**src/rtl/appmsg_feed_ctrl_pkg.sv**
```systemverilog
// Shared definitions for the APP message feed sequencer: FSM encodings,
// frame lengths, blocks per decoder and the sub-block index helper.
package appmsg_feed_ctrl_pkg;

    typedef enum logic [2:0] {
        FEED_IDLE   = 3'd0,
        FEED_ARM    = 3'd1,
        FEED_PRE    = 3'd2,
        FEED_STREAM = 3'd3,
        FEED_GAP    = 3'd4
    } feed_state_t;

    localparam int LEN_R23             = 176;
    localparam int LEN_R78             = 48;
    localparam int BLK_NUM_PER_DECODER = 8;

    localparam logic [2:0] ILS_R23 = 3'd1;
    localparam logic [2:0] ILS_R78 = 3'd2;

    // Sub-block index of a beat; everything past the third short block is block 3.
    function automatic logic [1:0] sub_idx(input logic [7:0] beat, input int sub_len);
        int q;
        q = int'(beat) / sub_len;
        return (q > 3) ? 2'd3 : q[1:0];
    endfunction

endpackage

```
**src/rtl/appmsg_feed_ctrl_beat_gen.sv**
```systemverilog
// Beat counter, sub-block index and ROM address lookahead for one frame.
// All frame strobes are registered one cycle behind the internal beat count.
module feed_beat_gen
    import appmsg_feed_ctrl_pkg::*;
#(
    parameter int SUB_LEN = 16,
    parameter int ADDR_W  = 2
) (
    input  logic              clk,
    input  logic              rst,
    input  logic              run,
    input  logic [7:0]        last_beat,
    output logic              final_beat,
    output logic [ADDR_W-1:0] rom_addr,
    output logic              buffer_valid,
    output logic              buffer_start,
    output logic              buffer_last,
    output logic [1:0]        sub_x
);

    logic [7:0]        beat_q, beat_d;
    logic [7:0]        next_beat;
    logic [ADDR_W-1:0] rom_addr_q, rom_addr_d;
    logic              valid_q, valid_d;
    logic              start_q, start_d;
    logic              last_q, last_d;
    logic [1:0]        sub_x_q, sub_x_d;

    always_comb begin
        final_beat = run && (beat_q == last_beat);
        next_beat  = beat_q + 8'd1;
        beat_d     = (run && !final_beat) ? next_beat : 8'd0;
        valid_d    = run;
        start_d    = run && (beat_q == 8'd0);
        last_d     = final_beat;
        sub_x_d    = run ? sub_idx(beat_q, SUB_LEN) : 2'd0;
        // Address leads data by one cycle, so it selects the block of the next beat.
        rom_addr_d = (run && !final_beat) ? ADDR_W'(sub_idx(next_beat, SUB_LEN)) : '0;
    end

    always_ff @(posedge clk) begin
        if (rst) begin
            beat_q     <= 8'd0;
            rom_addr_q <= '0;
            valid_q    <= 1'b0;
            start_q    <= 1'b0;
            last_q     <= 1'b0;
            sub_x_q    <= 2'd0;
        end else begin
            beat_q     <= beat_d;
            rom_addr_q <= rom_addr_d;
            valid_q    <= valid_d;
            start_q    <= start_d;
            last_q     <= last_d;
            sub_x_q    <= sub_x_d;
        end
    end

    assign rom_addr     = rom_addr_q;
    assign buffer_valid = valid_q;
    assign buffer_start = start_q;
    assign buffer_last  = last_q;
    assign sub_x        = sub_x_q;

endmodule

```
**src/rtl/appmsg_feed_ctrl.sv**
```systemverilog
// Frame sequencer feeding initial APP sub-blocks from the lane ROMs into LDPC_Dec.
// Define APPMSG_FEED_FRAMECNT_EN to build the frames_sent counter.
module appmsg_feed_ctrl
    import appmsg_feed_ctrl_pkg::*;
#(
    parameter int SUB_LEN  = LEN_R78 / 3,
    parameter int LONG_LEN = LEN_R23 - LEN_R78,
    parameter int BLK_NUM  = BLK_NUM_PER_DECODER,
    parameter int ADDR_W   = 2
) (
    input  logic              clk,
    input  logic              rst,
    input  logic              enable,
    input  logic [2:0]        iLs,
    input  logic              buffer_ready,
    input  logic [2:0]        decode_valid_cnt,
    output logic [ADDR_W-1:0] rom_addr,
    output logic              buffer_valid,
    output logic              buffer_start,
    output logic              buffer_last,
    output logic [1:0]        APPmsg_ini_sub_x,
    output logic              all_done,
    output logic [7:0]        frames_sent
);

    feed_state_t state_q;
    logic [2:0]  ils_q;
    logic        all_done_q, all_done_d;
    logic        launch;
    logic        final_beat;
    logic [7:0]  last_beat;

    always_comb begin
        launch = (state_q == FEED_ARM) && enable && buffer_ready && !all_done_q &&
                 ((iLs == ILS_R23) || (iLs == ILS_R78));
        last_beat  = (ils_q == ILS_R23) ? 8'(3 * SUB_LEN + LONG_LEN - 1) : 8'(3 * SUB_LEN - 1);
        all_done_d = all_done_q || (decode_valid_cnt == 3'(BLK_NUM - 1));
    end

    always_ff @(posedge clk) begin
        if (rst) begin
            state_q <= FEED_IDLE;
            ils_q   <= 3'd0;
        end else begin
            case (state_q)
                FEED_IDLE: state_q <= FEED_ARM;
                FEED_ARM: begin
                    if (launch) begin
                        state_q <= FEED_PRE;
                        ils_q   <= iLs;
                    end
                end
                FEED_PRE:    state_q <= FEED_STREAM;
                FEED_STREAM: if (final_beat) state_q <= FEED_GAP;
                FEED_GAP:    state_q <= FEED_ARM;
                default:     state_q <= FEED_IDLE;
            endcase
        end
    end

    always_ff @(posedge clk) begin
        if (rst) all_done_q <= 1'b0;
        else     all_done_q <= all_done_d;
    end

    assign all_done = all_done_q;

    feed_beat_gen #(
        .SUB_LEN (SUB_LEN),
        .ADDR_W  (ADDR_W)
    ) u_beat_gen (
        .clk          (clk),
        .rst          (rst),
        .run          (state_q == FEED_STREAM),
        .last_beat    (last_beat),
        .final_beat   (final_beat),
        .rom_addr     (rom_addr),
        .buffer_valid (buffer_valid),
        .buffer_start (buffer_start),
        .buffer_last  (buffer_last),
        .sub_x        (APPmsg_ini_sub_x)
    );

`ifdef APPMSG_FEED_FRAMECNT_EN
    logic [7:0] frames_q, frames_d;

    // Counted on the edge that raises buffer_last, so both change together.
    always_comb frames_d = final_beat ? frames_q + 8'd1 : frames_q;

    always_ff @(posedge clk) begin
        if (rst) frames_q <= 8'd0;
        else     frames_q <= frames_d;
    end

    assign frames_sent = frames_q;
`else
    assign frames_sent = 8'd0;
`endif

endmodule

```
**config.mk**
```make
export PLATFORM = sky130hd
export DESIGN_NAME = appmsg_feed_ctrl
export DESIGN_NICKNAME = d
export VERILOG_FILES = /design/src/rtl/appmsg_feed_ctrl_pkg.sv /design/src/rtl/appmsg_feed_ctrl_beat_gen.sv /design/src/rtl/appmsg_feed_ctrl.sv
export SDC_FILE = /design/constraint.sdc
export NUM_CORES = 1
export LEC_CHECK = 0
export ABC_AREA = 1
export BUFFER_PORTS_ARGS = -buffer_cell sky130_fd_sc_hd__buf_2
export CAP_MARGIN = 40
export CORE_AREA = 3 3 51 53
export DETAILED_ROUTE_END_ITERATION = 7
export DIE_AREA = 0 0 54 56
export GPL_TIMING_DRIVEN = 0
export PLACE_DENSITY = 0.71
export SYNTH_ARGS = -nofsm -noshare
export SYNTH_HDL_FRONTEND = slang
export SYNTH_SLANG_ARGS = --single-unit
```
**constraint.sdc**
```tcl
create_clock -name clk -period 1.1 [get_ports clk]
set_input_delay 0 -clock clk [delete_from_list [all_inputs] [get_ports clk]]
set_output_delay 0 -clock clk [all_outputs]
set_load 0.005 [all_outputs]
```
## After elaboration in Yosys (flattened, before gate mapping)

Index checks and enable logic that the tools add are counted.

- Muxes and demuxes: 6
- Order comparisons: 2
- Bitwise gates (word level): 2
- Add/subtract/negate cells: 1
- Reductions and logical operators: 18
- Equality and inequality tests: 11

Operators with widths:

| cell | number |
|---|---|
| 3-bit one-hot mux with 4 select lines | 1 |
| 3-bit by 1-bit equality test with 1-bit output (second input constant) | 3 |
| 3-bit by 2-bit equality test with 1-bit output (second input constant) | 3 |
| 8-bit by 1-bit adder with 8-bit output (second input constant) | 1 |
| 8-bit equality test | 1 |
| 4-bit by 2-bit greater-than comparator with 1-bit output (second input constant) | 2 |
| 8-bit logical NOT | 1 |
| 8-bit two-way mux | 1 |
| 1-bit logical AND | 7 |
| 3-bit equality test (second input constant) | 2 |
| 3-bit two-way mux | 2 |
| 2-bit OR reduction | 3 |
| 2-bit two-way mux | 2 |
| 2-bit != test (second input constant) | 2 |
| 2-bit AND reduction | 2 |
| 3-bit logical NOT | 1 |
| 1-bit logical NOT | 2 |
| 1-bit logical OR | 2 |
| 1-bit inverter | 2 |

- Logic and storage cells: 49
- Input port bits: 10
- Output and inout port bits: 16
- Bits in registers: 22

## Depth between registers and ports, before layout

- Word-level depth: 8
- Mapped depth: 10
- Depth with buffers taken out: 10

## By module

A second synthesis with hierarchy kept.

- Cells, all modules: 148
- Area total of the unflattened synthesis: 1101.1 um2

By module, submodules not included:

| module | cells each | instances | area an instance (um2) | seq. area each (um2) |
|---|---|---|---|---|
| feed_beat_gen | 90 | 1 | 690.7 | 300.3 |
| appmsg_feed_ctrl | 58 | 1 | 410.4 | 140.1 |

## Least setup slack after synthesis

Ideal clock, no wire load.

- Kind: register to register
- Start: reg u_beat_gen.beat_q[0]
- End: reg u_beat_gen.rom_addr_q[0], in the netlist u_beat_gen.rom_addr[0]
- Data arrival time: 1.112 ns
- Buffers on the path: 0
- Path slack: -0.125 ns
- Period minus slack after synthesis: 1.225 ns
- Data required time: 0.988 ns
- Stages on the path, launching flop included: 9
- Setup time: 0.112 ns
- Path through: dfxtp_1 -> ha_1 -> nand4_1 -> nor2_2 -> nand2_2 -> nand2_4 -> clkinv_4 -> nand2_1 -> nand2_1

- Cells in the longest elaborated chain, start to end: 6
- Elaborated cells between the ends (all ways): 9
- Those cells by class: add/sub: 1; order compare: 1; eq/ne: 1; mux: 1; bitwise: 1; reduce/logical: 4

RTL lines:

| item | RTL line | source |
|---|---|---|
| start: declaration | appmsg_feed_ctrl_beat_gen.sv:21 | `logic [7:0] beat_q, beat_d;` |
| start signal: assignment | appmsg_feed_ctrl_beat_gen.sv:50 | `beat_q <= beat_d;` |
| parallel branches: the longest is 6 deep, another holds 8-bit by 1-bit adder with 8-bit output | -- |  |
| end signal: assignment | appmsg_feed_ctrl_beat_gen.sv:51 | `rom_addr_q <= rom_addr_d;` |
| end: declaration | appmsg_feed_ctrl_beat_gen.sv:23 | `logic [ADDR_W-1:0] rom_addr_q, rom_addr_d;` |

Several ways; the timed one is not identified.
A chain may end at the register's enable or synchronous reset.

## Worst setup path after layout

- Start: reg u_beat_gen.beat_q[1]
- End: reg u_beat_gen.rom_addr_q[1], in the netlist u_beat_gen.rom_addr[1]

Same word-level chain as after synthesis.

==> metrics.csv <==
metric;value;unit
fin_area;0.001496;sq mm
port_buffers;17;
fin_crit;1.286;ns
gp_congestion;0.7212;
max-vdd-ir-drop;847.8;uV
drt_iter0_drc;18;
synth_edf_count;0;
ys_async_sr_fraction;0;%
failed_checks;negative setup slack;
ys.warnings.count;0;
ys_top_cells_by_count;nand2_1 (25), dfxtp_1 (22), inv_1 (20), nor2_1 (14), buf_4 (8);
netSwitchingFraction;25.19;%
critPathArrivalTime;1.51;ns
ant_nets;0;
synth_compound_area_share;4.464;%
synth-seq-area-share;44.90;%
clock_skew;0.01044;ns
antenna_found_initial;0;
syn_inst;130;
ys_ff_latch;22;
vias;909;
synth.most_common_cell;nand2_1;
startpoint_type;flip-flop;
synth_area_leader_cell;dfxtp_1;
ys_types;22;
core_area;0.002191;sq mm
use_met1;16.61;%
diodes;0;
fin_ws;-0.1856;ns
cts_sinks;22;
layout-drive-gt1-share;48.04;%
viasPerCell;4.391;
die_w;54;um
clock_latency;0.31;ns
dp_hpwl;1332;um
dieArea;0.003024;sq mm
routed_wl;2163;um
cp_max_fo;4;
synth_top_family_by_area;simple AND/OR/NAND/NOR gates;
required;1.32;ns
synthXorXnorAreaFrac;1.786;%
initial_utilization;44.77;%
finalSetupViolCount;14;
use_met3;2.413;%
track_usage;14.30;%
p_total;1873;uW
drv_slew;0;
grt_pass1_vias;802;
finish.utilization;68.30;%
cellPowerDensity;1252;mW/mm^2
synth_flop_cell;dfxtp_1;
cts-root-buf;clkbuf_4;
syn_area;980.9;sq um
placementRows;17;
p_comb_share;21.1;%
ioPinCount;26;
min_path_type;input pin to flip-flop;
grt_max_degree;14;
hold_viol;0;
holdWs;0.005171;ns
run_status;finished with violations;
grt.busiest_layer;met2;
fmax;777.8;MHz
avgSynthCellArea;7.546;sq um
clock_path_buffers;2;
syn_to_final_growth;52.55;%
p_sw;471.7;uW
firstDrtPassIters;4;
cp-end-kind;flip-flop;
p_clk_share;32.3;%
fin_setup_tns;-2.010;ns
crit_type;flip-flop to flip-flop;
synthAdderAreaFrac;2.551;%
grt_util_met2;23.88;%
seq_power_share;46.7;%
clk_pin_slew_worst_paths;0.12;ns
cts_inserted_buffers;3;
rsz0062_at_grt;yes;
die_height;56;um
postPlaceCellArea;0.001145;sq mm
synthTopCellsByArea;dfxtp_1 (45%), nand2_1 (9.6%), inv_1 (7.7%);
p_leak;0.0007451;uW
wl_per_cell;10.45;um
synth_mux_area_share;0;%
synth_top_area_share;44.90;%
htreeDepth;1;
intPower;1401;uW
drv_cap;0;
cts_tree;yes;
overflow;0;
drc;0;
finalCritPeriodShare;116.9;%
yosys.area_share.simple;29.97;%
grt_pass1_wl;3243;um
fin_nets;192;
[cell type report]
class	instances	area [sq um]
Sequential cell	22	451.7
Multi-Input combinational cell	83	525.5
Clock inverter	1	30.03
Clock buffer	3	22.52
Tap cell	28	35.03
Buffer	8	60.06
Timing Repair Buffer	38	272.8
Fill cell	165	694.4
Inverter	24	98.84
[power groups by stage]
stage | clock [uW] | sequential (uW) | combinational, uW
5_1_grt | 646 | 881 | 437
3_3_place_gp | 0 | 884 | 239
3_5_place_dp | 0 | 886 | 252
2_1_floorplan | 0 | 884 | 192
4_1_cts | 629 | 872 | 330
6_report | 604 | 874 | 394
[through the flow]
step / setup WS [ns] / std cells
floorplan: -0.06080 / 137
global placement: -0.1986 / 182
detailed placement: -0.2125 / 182
CTS: -0.1733 / 200
global route: -0.2694 / 207
finish: -0.1856 / 207
[registers in the layout, indices dropped and copies added, names as in the netlist]
name and count:
all_done 1, u_beat_gen.buffer_last 1, u_beat_gen.rom_addr 2, u_beat_gen.buffer_valid 1, ils_q 3, u_beat_gen.beat_q 8, state_q 3, u_beat_gen.sub_x 2
u_beat_gen.buffer_start 1
[layout by cell type, fill, tap and decap left out, types with 3 or more instances in the layout]
| cell type | instances |
|---|---|
| nand2_1 | 19 |
| inv_2 | 3 |
| dfxtp_2 | 3 |
| a21oi_1 | 4 |
| dfxtp_1 | 17 |
| nor2_1 | 8 |
| buf_4 | 22 |
| nand4_1 | 3 |
| buf_2 | 17 |
| nor2_2 | 7 |
| conb_1 | 8 |
| nand3_1 | 5 |
| nand2_4 | 3 |
| nand2_2 | 8 |
| dlygate4sd3_1 | 4 |
| inv_1 | 18 |
| nor3_2 | 3 |
| clkbuf_4 | 3 |
[worst max-delay path, cell delays in order (launching register included)]
cell and delay (ns):
dfxtp_4 0.38, ha_4 0.14, nand4_1 0.14, nor2_2 0.12, nand2_2 0.10, nand2_4 0.12
clkinv_4 0.09, nand2_4 0.07, nand2_2 0.05
[cells by family after synthesis]
logic type,count (synthesis)
buffers and inverters,32
DFF,22
xor gates and xnor gates,2
other,1
and+or+nand+nor,63
adders and majority gates,2
AOI/OAI and AO/OA,8
[path summary, 6_finish.rpt]
path | depth (start not counted) | endpoint | start | slack, ns
max | 8 | u_beat_gen.rom_addr[1]$_SDFF_PP0_ | u_beat_gen.beat_q[1]$_SDFF_PP0_ | -0.19
min reg2reg | 2 | ils_q[2]$_SDFFE_PP0P_ | ils_q[2]$_SDFFE_PP0P_ | 0.47
max reg2reg | 8 | u_beat_gen.rom_addr[1]$_SDFF_PP0_ | u_beat_gen.beat_q[1]$_SDFF_PP0_ | -0.19
min | 3 | ils_q[0]$_SDFFE_PP0P_ | iLs[0] | 0.005
[timing repair]
action                                 4_1_cts  5_1_grt
setup endpoints to repair                   14       18
hold buffers                                 4        0
endpoints found under the hold margin        1        0
pin swaps                                    6       14
resized for setup                            9       25
buffers inserted                            10        8
[per-layer routing]
layer / vias up / routed length [um] / share of wire [%]
met3: 4 / 102 / 4.7
met1: 397 / 817 / 38
met2: 24 / 1201 / 56
li1: 484 / - / -
met5: - / 0 / 0
met4: 0 / 41 / 1.9
No activity file was read; power rests on OpenSTA's default activity.
